`src/rtl/term_pkg.sv`:
```
// Shared constants, glyph/control codes and FSM state type for the
// text-terminal framebuffer controller.
package term_pkg;

    localparam int COLS_DEF = 80;
    localparam int ROWS_DEF = 30;

    localparam logic [7:0] CH_BS        = 8'h08;
    localparam logic [7:0] CH_LF        = 8'h0A;
    localparam logic [7:0] CH_CR        = 8'h0D;
    localparam logic [7:0] GLYPH_SPACE  = 8'h20;
    localparam logic [7:0] GLYPH_CURSOR = 8'h5F;
    localparam logic [7:0] PRINT_LO     = 8'h20;
    localparam logic [7:0] PRINT_HI     = 8'h7E;

    typedef enum logic [1:0] {
        CLEAR_ALL = 2'd0,
        IDLE      = 2'd1,
        WRITE     = 2'd2,
        CLEAR_ROW = 2'd3
    } state_e;

    function automatic logic is_printable(input logic [7:0] b);
        return (b >= PRINT_LO) && (b <= PRINT_HI);
    endfunction

endpackage

```
`src/rtl/term_fb_ctrl_if.sv`:
```
// Byte input handshake plus framebuffer write port of the terminal controller.
interface term_fb_if;
    logic        in_valid;
    logic [7:0]  in_data;
    logic        in_ready;
    logic        fb_we;
    logic [11:0] fb_addr;
    logic [7:0]  fb_wdata;

    modport master (
        output in_valid, in_data,
        input  in_ready, fb_we, fb_addr, fb_wdata
    );

    modport slave (
        input  in_valid, in_data,
        output in_ready, fb_we, fb_addr, fb_wdata
    );
endinterface

```
`src/rtl/term_fb_ctrl_blink.sv`:
```
// Free-running cursor blink timer: one-cycle tick each time the count wraps.
module blink_timer #(
    parameter int BLINK_CYCLES = 12500000
) (
    input  logic clk_25mhz,
    input  logic resetn,
    output logic tick
);
    localparam int         W    = (BLINK_CYCLES > 1) ? $clog2(BLINK_CYCLES) : 1;
    localparam logic [W-1:0] LAST = W'(BLINK_CYCLES - 1);

    logic [W-1:0] cnt_r;
    logic         tick_r;

    // counter 0..BLINK_CYCLES-1 with registered wrap pulse
    always_ff @(posedge clk_25mhz) begin
        if (!resetn) begin
            cnt_r  <= '0;
            tick_r <= 1'b0;
        end else if (cnt_r == LAST) begin
            cnt_r  <= '0;
            tick_r <= 1'b1;
        end else begin
            cnt_r  <= cnt_r + {{(W-1){1'b0}}, 1'b1};
            tick_r <= 1'b0;
        end
    end

    assign tick = tick_r;
endmodule

```
`src/rtl/term_fb_ctrl.sv`:
```
// Text terminal controller: turns a byte stream into framebuffer cell writes,
// with hardware scrolling via top_row and a blinking underscore cursor.
module term_fb_ctrl
    import term_pkg::*;
#(
    parameter int COLS         = COLS_DEF,
    parameter int ROWS         = ROWS_DEF,
    parameter int BLINK_CYCLES = 12500000
) (
    input  logic       clk_25mhz,
    input  logic       resetn,
    term_fb_if.slave   bus,
    output logic [4:0] top_row,
    output logic [6:0] cursor_x,
    output logic [4:0] cursor_y
);
    localparam logic [11:0] LAST_CELL = 12'(COLS * ROWS - 1);
    localparam logic [11:0] LAST_COL  = 12'(COLS - 1);
    localparam logic [6:0]  LAST_X    = 7'(COLS - 1);
    localparam logic [4:0]  LAST_Y    = 5'(ROWS - 1);

    state_e      state_r, state_nxt;
    logic [11:0] addr_cnt_r, addr_cnt_nxt;
    logic [6:0]  cursor_x_r, cursor_x_nxt;
    logic [4:0]  cursor_y_r, cursor_y_nxt;
    logic [4:0]  top_row_r, top_row_nxt;
    logic        cursor_on_r, cursor_on_nxt;
    logic        blink_pending_r, blink_pending_nxt;
    logic        scroll_r, scroll_nxt;
    logic [11:0] clr_base_r, clr_base_nxt;
    logic        fb_we_r, fb_we_nxt;
    logic [11:0] fb_addr_r, fb_addr_nxt;
    logic [7:0]  fb_wdata_r, fb_wdata_nxt;
    logic        in_ready_r, in_ready_nxt;

    logic        tick_s;
    logic        accept_s;
    logic        blink_take_s;
    logic [5:0]  phys_sum_s;
    logic [4:0]  phys_row_s;
    logic [11:0] cur_addr_s;
    logic [11:0] row_base_s;
    logic [4:0]  top_wrap_s;
    logic        dec_write_s;
    logic        dec_lf_s;
    logic [7:0]  dec_glyph_s;
    logic [6:0]  dec_x_s;

    blink_timer #(.BLINK_CYCLES(BLINK_CYCLES)) u_blink (
        .clk_25mhz (clk_25mhz),
        .resetn    (resetn),
        .tick      (tick_s)
    );

    assign accept_s     = (state_r == IDLE) && in_ready_r && bus.in_valid;
    assign blink_take_s = (state_r == IDLE) && blink_pending_r && !bus.in_valid;

    // logical cursor row -> physical cell address, all mod ROWS
    always_comb begin
        phys_sum_s = {1'b0, top_row_r} + {1'b0, cursor_y_r};
        if (phys_sum_s >= 6'(ROWS)) begin
            phys_row_s = 5'(phys_sum_s - 6'(ROWS));
        end else begin
            phys_row_s = phys_sum_s[4:0];
        end
        if (top_row_r == LAST_Y) begin
            top_wrap_s = 5'd0;
        end else begin
            top_wrap_s = top_row_r + 5'd1;
        end
        cur_addr_s = 12'(phys_row_s) * 12'(COLS) + {5'd0, cursor_x_r};
        row_base_s = 12'(top_row_r) * 12'(COLS);
    end

    // decode the incoming byte into write / glyph / new column / line-feed
    always_comb begin
        dec_write_s = 1'b1;
        dec_lf_s    = 1'b0;
        dec_glyph_s = GLYPH_SPACE;
        dec_x_s     = cursor_x_r;
        if (is_printable(bus.in_data)) begin
            dec_glyph_s = bus.in_data;
            if (cursor_x_r == LAST_X) begin
                dec_x_s  = 7'd0;
                dec_lf_s = 1'b1;
            end else begin
                dec_x_s = cursor_x_r + 7'd1;
            end
        end else begin
            case (bus.in_data)
                CH_CR:   dec_x_s  = 7'd0;
                CH_LF:   dec_lf_s = 1'b1;
                CH_BS: begin
                    if (cursor_x_r == 7'd0) begin
                        dec_x_s = 7'd0;
                    end else begin
                        dec_x_s = cursor_x_r - 7'd1;
                    end
                end
                default: dec_write_s = 1'b0;
            endcase
        end
    end

    // next-state and next-output logic
    always_comb begin
        state_nxt     = state_r;
        addr_cnt_nxt  = addr_cnt_r;
        cursor_x_nxt  = cursor_x_r;
        cursor_y_nxt  = cursor_y_r;
        top_row_nxt   = top_row_r;
        cursor_on_nxt = cursor_on_r;
        scroll_nxt    = scroll_r;
        clr_base_nxt  = clr_base_r;
        fb_we_nxt     = 1'b0;
        fb_addr_nxt   = fb_addr_r;
        fb_wdata_nxt  = fb_wdata_r;
        in_ready_nxt  = 1'b0;
        // a fresh wrap always leaves exactly one pending blink
        blink_pending_nxt = tick_s | (blink_pending_r & ~blink_take_s);

        case (state_r)
            CLEAR_ALL: begin
                fb_we_nxt    = 1'b1;
                fb_addr_nxt  = addr_cnt_r;
                fb_wdata_nxt = GLYPH_SPACE;
                if (addr_cnt_r == LAST_CELL) begin
                    state_nxt    = IDLE;
                    addr_cnt_nxt = 12'd0;
                    in_ready_nxt = 1'b1;
                end else begin
                    addr_cnt_nxt = addr_cnt_r + 12'd1;
                end
            end
            IDLE: begin
                if (accept_s) begin
                    state_nxt    = WRITE;
                    cursor_x_nxt = dec_x_s;
                    scroll_nxt   = 1'b0;
                    if (dec_write_s) begin
                        fb_we_nxt     = 1'b1;
                        fb_addr_nxt   = cur_addr_s;
                        fb_wdata_nxt  = dec_glyph_s;
                        cursor_on_nxt = 1'b0;
                    end else begin
                        fb_we_nxt = 1'b0;
                    end
                    if (dec_lf_s && (cursor_y_r == LAST_Y)) begin
                        top_row_nxt  = top_wrap_s;
                        scroll_nxt   = 1'b1;
                        clr_base_nxt = row_base_s;
                    end else if (dec_lf_s) begin
                        cursor_y_nxt = cursor_y_r + 5'd1;
                    end else begin
                        cursor_y_nxt = cursor_y_r;
                    end
                end else if (blink_take_s) begin
                    cursor_on_nxt = ~cursor_on_r;
                    fb_we_nxt     = 1'b1;
                    fb_addr_nxt   = cur_addr_s;
                    fb_wdata_nxt  = cursor_on_r ? GLYPH_SPACE : GLYPH_CURSOR;
                    in_ready_nxt  = 1'b0;
                end else begin
                    in_ready_nxt = 1'b1;
                end
            end
            WRITE: begin
                if (scroll_r) begin
                    state_nxt    = CLEAR_ROW;
                    addr_cnt_nxt = 12'd0;
                end else begin
                    state_nxt    = IDLE;
                    in_ready_nxt = 1'b1;
                end
            end
            CLEAR_ROW: begin
                fb_we_nxt    = 1'b1;
                fb_addr_nxt  = clr_base_r + addr_cnt_r;
                fb_wdata_nxt = GLYPH_SPACE;
                if (addr_cnt_r == LAST_COL) begin
                    state_nxt    = IDLE;
                    addr_cnt_nxt = 12'd0;
                    scroll_nxt   = 1'b0;
                    in_ready_nxt = 1'b1;
                end else begin
                    addr_cnt_nxt = addr_cnt_r + 12'd1;
                end
            end
            default: begin
                state_nxt    = CLEAR_ALL;
                addr_cnt_nxt = 12'd0;
            end
        endcase
    end

    // state and output registers, synchronous active-low reset
    always_ff @(posedge clk_25mhz) begin
        if (!resetn) begin
            state_r         <= CLEAR_ALL;
            addr_cnt_r      <= 12'd0;
            cursor_x_r      <= 7'd0;
            cursor_y_r      <= 5'd0;
            top_row_r       <= 5'd0;
            cursor_on_r     <= 1'b0;
            blink_pending_r <= 1'b0;
            scroll_r        <= 1'b0;
            clr_base_r      <= 12'd0;
            fb_we_r         <= 1'b0;
            fb_addr_r       <= 12'd0;
            fb_wdata_r      <= 8'd0;
            in_ready_r      <= 1'b0;
        end else begin
            state_r         <= state_nxt;
            addr_cnt_r      <= addr_cnt_nxt;
            cursor_x_r      <= cursor_x_nxt;
            cursor_y_r      <= cursor_y_nxt;
            top_row_r       <= top_row_nxt;
            cursor_on_r     <= cursor_on_nxt;
            blink_pending_r <= blink_pending_nxt;
            scroll_r        <= scroll_nxt;
            clr_base_r      <= clr_base_nxt;
            fb_we_r         <= fb_we_nxt;
            fb_addr_r       <= fb_addr_nxt;
            fb_wdata_r      <= fb_wdata_nxt;
            in_ready_r      <= in_ready_nxt;
        end
    end

    assign bus.in_ready = in_ready_r;
    assign bus.fb_we    = fb_we_r;
    assign bus.fb_addr  = fb_addr_r;
    assign bus.fb_wdata = fb_wdata_r;
    assign top_row      = top_row_r;
    assign cursor_x     = cursor_x_r;
    assign cursor_y     = cursor_y_r;
endmodule

```
`src/flat_wrapper.sv`:
```
// flat-port wrapper written by rule: the top's interface ports become plain ports
module term_fb_ctrl_flat import term_pkg::*;
#(
    parameter int COLS         = COLS_DEF,
    parameter int ROWS         = ROWS_DEF,
    parameter int BLINK_CYCLES = 12500000
)
  (clk_25mhz, resetn, top_row, cursor_x, cursor_y, bus_in_valid, bus_in_data, bus_in_ready, bus_fb_we, bus_fb_addr, bus_fb_wdata);
  term_fb_if bus_i ();
  input  logic clk_25mhz;
  input  logic resetn;
  output logic [4:0] top_row;
  output logic [6:0] cursor_x;
  output logic [4:0] cursor_y;
  input wire logic [$bits(bus_i.in_valid)-1:0] bus_in_valid;
  input wire logic [$bits(bus_i.in_data)-1:0] bus_in_data;
  output wire logic [$bits(bus_i.in_ready)-1:0] bus_in_ready;
  output wire logic [$bits(bus_i.fb_we)-1:0] bus_fb_we;
  output wire logic [$bits(bus_i.fb_addr)-1:0] bus_fb_addr;
  output wire logic [$bits(bus_i.fb_wdata)-1:0] bus_fb_wdata;
  assign bus_i.in_valid = bus_in_valid;
  assign bus_i.in_data = bus_in_data;
  assign bus_in_ready = bus_i.in_ready;
  assign bus_fb_we = bus_i.fb_we;
  assign bus_fb_addr = bus_i.fb_addr;
  assign bus_fb_wdata = bus_i.fb_wdata;
  term_fb_ctrl #(.COLS(COLS), .ROWS(ROWS), .BLINK_CYCLES(BLINK_CYCLES)) u_core (.clk_25mhz(clk_25mhz), .resetn(resetn), .bus(bus_i), .top_row(top_row), .cursor_x(cursor_x), .cursor_y(cursor_y));
endmodule
```
`config.mk`:
```
export PLATFORM = sky130hd
export DESIGN_NAME = term_fb_ctrl_flat
export DESIGN_NICKNAME = d
export VERILOG_FILES = /design/src/rtl/term_pkg.sv /design/src/rtl/term_fb_ctrl_if.sv /design/src/rtl/term_fb_ctrl_blink.sv /design/src/rtl/term_fb_ctrl.sv /design/src/flat_wrapper.sv
export SDC_FILE = /design/constraint.sdc
export NUM_CORES = 1
export LEC_CHECK = 0
export BUFFER_PORTS_ARGS = -buffer_cell sky130_fd_sc_hd__clkbuf_2
export CELL_PAD_IN_SITES_DETAIL_PLACEMENT = 0
export CELL_PAD_IN_SITES_GLOBAL_PLACEMENT = 1
export CORE_UTILIZATION = 25
export DETAILED_ROUTE_END_ITERATION = 12
export PLACE_DENSITY_LB_ADDON = 0.1
export SYNTH_ARGS = -nofsm -noshare
export SYNTH_HDL_FRONTEND = slang
export SYNTH_SLANG_ARGS = --single-unit
```
`constraint.sdc`:
```
create_clock -name clk_25mhz -period 6.6 [get_ports clk_25mhz]
set_input_delay 0 -clock clk_25mhz [delete_from_list [all_inputs] [get_ports clk_25mhz]]
set_output_delay 0 -clock clk_25mhz [all_outputs]
set_load 0.02 [all_outputs]
```
==> impl_results.md, run 1 <==
* Status: finished clean
* Min-delay src: bus_in_data[5]
* Mapped cell area at 0.00539 mm²
* Register area share after synthesis at 0.330
* CTS Buf Count at 9
* Max Slew Vio Count at 0
* Synth top area cells: dfxtp_1 (33%), ha_1 (9.7%), nor2_1 (7.2%), xor2_1 (5.2%), a21oi_1 (4.0%)
* First-pass GRT wire length at 24.4 mm
* TritonCTS Sinks at 89
* Reg2reg start: u_core.top_row[0]$_SDFFE_PN0P_
* Syn Nets at 701
* WL/cell at 15.4 µm
* DIE AREA at 0.0222 mm²
* Io pins at 50
* Synth Flop Type: dfxtp_1
* Initial DRC Count at 294
* Overall routed net length at 14.8 mm
* Worst path max stage delay at 0.46 ns
* Core Area at 0.0211 mm²
* Final setup fails at 0
* Post-CTS Setup Bufs at 0
* Worst reg2reg path endpoint: u_core.bus.fb_addr[10]$_SDFFE_PN0P_
* FP Rows at 53
* Unrepaired setup endpoints after global routing: false
* Commonest non-fill, non-tap cell in the layout: nor2_1
* CTS H-tree lvls at 3
* Post-route ant nets at 0
* Via/cell ratio at 4.84
* Fillers at 2251
* Clock Tree Root: clkbuf_16
* Max clock buf depth at 2
* Slowest-stage cell, CP: fa_1
* Final Hold Viols at 0
* Largest net degree at the start of global routing at 41
* Worst slack at placement at 2.31 ns
* Final core utilization at 0.292
* Die Width at 149 µm
* Worst reg-to-reg path cell count at 17
* Slew @ Worst Pin at 1.13 ns
* Layout Skew at 0.0101 ns
* WL met1 at 7.36 mm
* Top cell type's share of synthesized area at 0.330
* CP dominant cell by count: ha_1
* Post-CTS Hold Fix Bufs at 0
* Total Power at 0.00116 W
* Drc violations at 0
* Setup TNS at 0 ns
* Crit start category: flip-flop
* Initial antenna violation count at 0
* Peak VDD IR at 106 µV
* Syn Inst Count at 643
* Share of cells above drive strength 1 at 0.124
* Dpl hpwl at 10.9 mm
* Hold Path Sink: u_core.bus.fb_wdata[5]$_SDFFE_PN0P_
* Most frequent cells in the layout: nor2_1 (103), dfxtp_1 (89), clkbuf_2 (49)
* Total gr overflow at 0
* Post-synth top area cell: dfxtp_1
* Vias in the first global route at 4578
* Setup CP Type: flip-flop to flip-flop
* Post-synth cell types at 71
* Met3 WL post-DR at 388 µm
* Fin nets at 738
* Antenna cells at 0
* Buffers on Ports at 49
* Max Clk Rate at 233 MHz
* Leakage at 2.49 nW
* Power density cells at 188 mW/mm²
* Flop-to-flop setup slack at 2.31 ns
* Critical path peak fanout at 10
* Die height at 149 µm
* Yosys reg bits at 89
* Mapped Avg Cell Area at 8.39 µm²
* Total global-route track usage at 0.141
* Routability congestion estimate at 0.767
* Post-CTS resize count at 0
* Worst path buffer plus inverter count at 2
* CP endpoint kind: flip-flop
* Worst-Skew Late Latency at 0.35 ns
* Crit path arrival time at 4.56 ns
* First-pass DRT Iterations at 5
* Hold Path Stages at 3
* Minimum clock period at 4.29 ns
* Via count at 4647
* Max_slew headroom at 0.240
* Uppermost layer routed: met4
* Warnings, synthesis at 0
* Share of flip-flops with an asynchronous set or reset at 0
* Period utilization at 0.650
* Final worst setup slack at 2.31 ns
* Worst path cell trace: ha_1, fa_1, xor2_1, nand2_1, nor2_1, nand3_1, nand3b_1, mux2i_1, inv_1, ha_1, ha_1, inv_1, fa_1, nor3_1, xnor3_1, nand2b_1, a21oi_1
* Post-synth EDFFs at 0
* Worst-path clk slew at 0.07 ns
* CP delay by family, top: adder cells
* MaxCap Viol Count at 0
* Worst min path class: input port to flip-flop
* Initial Util at 0.256
* Area growth, synth to finish at 14.2%
* Met2 wire len at 6.69 mm
* Worst EP required at 6.87 ns
* CTS tree: built
-- worst register-to-register path: cells and delay by family, from the launching register on --
kind | cells | cell delay [ns]
flip-flops | 1 | 0.42
multiplexers | 1 | 0.42
adder cells (fa/ha/maj) | 5 | 1.54
AO/OA/AOI/OAI | 1 | 0.15
AND/OR/NAND/NOR | 6 | 0.90
XOR/XNOR | 2 | 0.62
buffers and inverters | 2 | 0.16
-- worst max-delay path by stage --
stage,startpoint,end,slack [ns],cells after the start
2_1_floorplan,u_core.cursor_y[0]$_SDFFE_PN0P_,u_core.bus.fb_addr[10]$_SDFFE_PN0P_,2.74,17
3_3_place_gp,u_core.top_row[0]$_SDFFE_PN0P_,u_core.bus.fb_addr[10]$_SDFFE_PN0P_,2.44,17
3_5_place_dp,u_core.top_row[0]$_SDFFE_PN0P_,u_core.bus.fb_addr[10]$_SDFFE_PN0P_,2.31,17
4_1_cts,u_core.top_row[0]$_SDFFE_PN0P_,u_core.bus.fb_addr[10]$_SDFFE_PN0P_,2.27,17
5_1_grt,u_core.top_row[0]$_SDFFE_PN0P_,u_core.bus.fb_addr[10]$_SDFFE_PN0P_,1.88,17
6_report,u_core.top_row[0]$_SDFFE_PN0P_,u_core.bus.fb_addr[10]$_SDFFE_PN0P_,2.31,17
-- through the flow --
stage               hold slack [ns]  std cells  cell area (µm²)
CTS                          0.0634        960             6160
global route                 0.0902        960             6160
global placement              0.421        944             5890
floorplan                     0.234        643             5390
detailed placement            0.419        944             5890
finish                       0.0795        960             6160
-- state kept, by name, indices dropped and copies added (netlist names) --
signal	count
u_core.addr_cnt_r	12
u_core.blink_pending_r	1
u_core.bus.fb_addr	12
u_core.bus.fb_wdata	8
u_core.bus.fb_we	1
u_core.bus.in_ready	1
u_core.clr_base_r	8
u_core.cursor_on_r	1
u_core.cursor_x	7
u_core.cursor_y	5
u_core.scroll_r	1
u_core.state_r	2
u_core.top_row	5
u_core.u_blink.cnt_r	24
u_core.u_blink.tick	1
-- Yosys cell counts (all sizes together), types with 5 or more instances --
cell / n
nor2: 103
dfxtp: 89
a21oi: 44
nand2: 44
ha: 42
xor2: 32
nand3: 27
inv: 23
o21ai: 23
xnor2: 22
nor3: 19
clkbuf: 14
nand4: 14
buf: 13
a21o: 11
a221oi: 10
a211oi: 8
a22oi: 8
and3: 8
mux2i: 7
fa: 5
nor2b: 5
or3: 5
-- final cells by class --
class                           instances  area (µm²)  share of cell area
Timing Repair Buffer                   53         275              0.0447
Inverter                               23        86.3              0.0140
Clock buffer                           11         233              0.0378
Sequential cell                        89        1780               0.289
Clock inverter                          5        38.8             0.00630
Tap cell                              275         344              0.0559
Multi-Input combinational cell        504        3400               0.552
-- power breakdown --
group          switching [W]  total [W]  internal, W  leakage, nW
registers          0.0000122   0.000564     0.000552        0.720
clock network       0.000230   0.000489     0.000259        0.131
logic              0.0000730   0.000108    0.0000348         1.64
-- metal layers --
layer / GRT usage / vias up
li1: - / 2354
met1: 0.187 / 2207
met2: 0.227 / 67
met3: 0.0202 / 19
met4: 0.0633 / 0
met5: 0 / -
-- logic make-up after synthesis --
logic type	share of synthesized area
xor+xnor	0.0919
flops	0.330
mux	0.0174
compound gates	0.175
buf+inv	0.0390
fa+ha+maj	0.116
simple gates	0.230
Power figures use the tool's default switching activity.
==> run 2, diff against run 1 <==
clock period = 4.1 ns   (was 6.6 ns; I/O delays follow)
==> run 2 against run 1 <==
  * Die area is the same
  * Non-clock buffer count grew 9
  * Global-route usage shrank 0.22 points
  * Total power grew 70%
  * Clock power grew 82%
  * Routed wire length grew 1.5%
  * Clock skew shrank 0.00077 ns
  * Final area grew 2.6%
  * Flip-flop and latch count is the same
  * Hold slack lost 0.014 ns
  * Critical endpoint unchanged
==> impl_results.md, run 2 (synthesis gave the netlist of run 1 again) <==
* Commonest non-fill, non-tap cell in the layout: nor2_1
* Drc violations at 0 (unchanged)
* Crit path arrival time at 4.09 ns (-0.47 ns)
* Antenna cells at 0 (unchanged)
* First-pass DRT Iterations at 4 (-1)
* Slew @ Worst Pin at 0.924 ns (-0.207 ns)
* Fillers at 2249 (-0.089%)
* Setup CP Type: flip-flop to flip-flop
* Clock Tree Root: clkbuf_16
* Power density cells at 312 mW/mm² (+65%)
* MaxCap Viol Count at 0 (unchanged)
* Final core utilization at 0.300 (+0.00765)
* Vias in the first global route at 4504 (-1.6%)
* Via count at 4671 (+0.52%)
* Worst-Skew Late Latency at 0.36 ns (about the same)
* Max clock buf depth at 2 (unchanged)
* Multi-input logic area at 0.00346 mm² (+1.6%)
* Final setup fails at 0 (unchanged)
* Routability congestion estimate at 0.804 (+4.8%)
* Critical path peak fanout at 3 (-7)
* Max_slew headroom at 0.380 (+0.140)
* Die Width at 149 µm (unchanged)
* WP depth at 18 (+1)
* Biggest register: u_core.u_blink.cnt_r
* Io pins at 50 (unchanged)
* Largest net degree at the start of global routing at 41 (unchanged)
* Dpl cells at 953 (+0.95%)
* Peak VDD IR at 171 µV (+62%)
* Hold Path Stages at 4 (+1)
* First-pass GRT wire length at 24.0 mm (-1.6%)
* WL/cell at 15.5 µm (+0.58%)
* Layout Skew at 0.00931 ns (-0.000772 ns)
* Crit start category: flip-flop
* Post-route ant nets at 0 (unchanged)
* CP delay by family, top: adder cells
* Post-CTS Setup Bufs at 0 (unchanged)
* Setup TNS at 0 ns (unchanged)
* Via/cell ratio at 4.82 (-0.42%)
* Worst path buffer plus inverter count at 1 (-1)
* Worst EP required at 4.39 ns (-2.48 ns)
* CTS H-tree lvls at 3 (unchanged)
* DIE AREA at 0.0222 mm² (unchanged)
* Worst reg-to-reg path cell count at 18 (+1)
* Worst-path clk slew at 0.07 ns (about the same)
* Initial Util at 0.256 (unchanged)
* Dpl hpwl at 11.0 mm (+1.2%)
* TritonCTS Sinks at 89 (unchanged)
* CTS tree: built
* Leakage at 2.57 nW (+2.9%)
* CP endpoint kind: flip-flop
* Buffers on Ports at 49 (unchanged)
* Core Area at 0.0211 mm² (unchanged)
* WHS at 0.0650 ns (-0.0144 ns)
* Period utilization at 0.927 (+0.277)
* Share of cells above drive strength 1 at 0.157 (+0.0330)
* Overall routed net length at 15.0 mm (+1.5%)
* Status: finished clean
* Fin nets at 747 (+1.2%)
* Die height at 149 µm (unchanged)
* Max Slew Vio Count at 0 (unchanged)
* Total Power at 0.00197 W (+70%)
* Most frequent cells in the layout: nor2_1 (103), dfxtp_1 (88), clkbuf_2 (49)
* FP Rows at 53 (unchanged)
* Max Clk Rate at 263 MHz (+13%)
* CTS Buf Count at 9 (unchanged)
* Max reg flops at 24 (unchanged)
* Initial antenna violation count at 0 (unchanged)
* Unrepaired setup endpoints after global routing: false
* Total global-route track usage at 0.139 (-0.00222)
* FF+latch area at 0.00178 mm² (about the same)
* Finished Layout Cells at 969 (+0.94%)
* Total gr overflow at 0 (unchanged)
* Worst path max stage delay at 0.39 ns (-0.07 ns)
* Area growth, synth to finish at 17.2%
* Worst min path class: input port to flip-flop
* Minimum clock period at 3.80 ns (-0.490 ns)
* Initial DRC Count at 275 (-6.5%)
* Slowest-stage cell, CP: fa_2
* Final Hold Viols at 0 (unchanged)
* Worst path cell trace: ha_2, fa_2, xor2_2, nand2_1, nor2_1, nand3_1, nand3b_1, nand2_1, xnor2_2, ha_1, ha_2, inv_1, fa_2, xor2_2, nor3_2, xnor3_1, nand2b_1, a21oi_1
-- run 2: cell count changes in the layout (fill, tap and decap cells not counted), sizes merged --
cell / previous run / this run
clkbuf: 60 / 58
inv: 25 / 28
buf: 4 / 13
clkinvlp: 1 / 0
clkinv: 2 / 1
bufinv: 0 / 1
-- run 2: layer usage --
| metal | global-route usage | up-vias | part of all wire |
|---|---|---|---|
| met5 | 0 | - | 0 |
| met4 | 0.0480 | 0 | 0.012 |
| met3 | 0.0196 | 14 | 0.027 |
| met2 | 0.223 | 79 | 0.46 |
| met1 | 0.190 | 2204 | 0.50 |
| li1 | - | 2374 | - |
-- run 2: worst paths after layout --
check                                       from                             endpoint  slack [ns]
max               u_core.top_row[0]$_SDFFE_PN0P_  u_core.bus.fb_addr[10]$_SDFFE_PN0P_        0.30
min                                 bus_in_valid    u_core.blink_pending_r$_SDFF_PN0_        0.07
max reg2reg       u_core.top_row[0]$_SDFFE_PN0P_  u_core.bus.fb_addr[10]$_SDFFE_PN0P_        0.30
min reg2reg  u_core.bus.fb_wdata[1]$_SDFFE_PN0P_  u_core.bus.fb_wdata[1]$_SDFFE_PN0P_        0.46
-- run 2: where the power goes --
group	internal (W)	switching, W
Clock	0.000488	0.000405
Sequential	0.000888	0.0000200
Combinational	0.0000561	0.000116
-- run 2: cell type report --
| type | instances | share of cell area |
|---|---|---|
| Multi-Input combinational cell | 504 | 0.547 |
| Sequential cell | 89 | 0.282 |
| Tap cell | 275 | 0.0544 |
| Timing Repair Buffer | 62 | 0.0542 |
| Clock buffer | 9 | 0.0356 |
| Inverter | 23 | 0.0137 |
| Clock inverter | 7 | 0.0133 |
-- run 2: repair_timing --
action / 4_1_cts / 5_1_grt
setup endpoints to repair: 0 / 3
gates resized for setup: 0 / 13
hold buffers: 0 / 0
-- run 2: stage by stage --
| stage | setup WS [ns] | area, µm² |
|---|---|---|
| final | 0.299 | 6320 |
| after global routing | 0.0105 | 6320 |
| after CTS | 0.0324 | 6260 |
| after detailed placement | 0.0535 | 5960 |
| after global placement | 0.175 | 5960 |
| after floorplan | 0.235 | 5390 |
-- run 2: tightest hold or removal path, delay by kind of cell --
family | cells | cell delay [ns]
compound gates | 1 | 0.07
buf+inv | 1 | 0.12
simple gates | 2 | 0.20
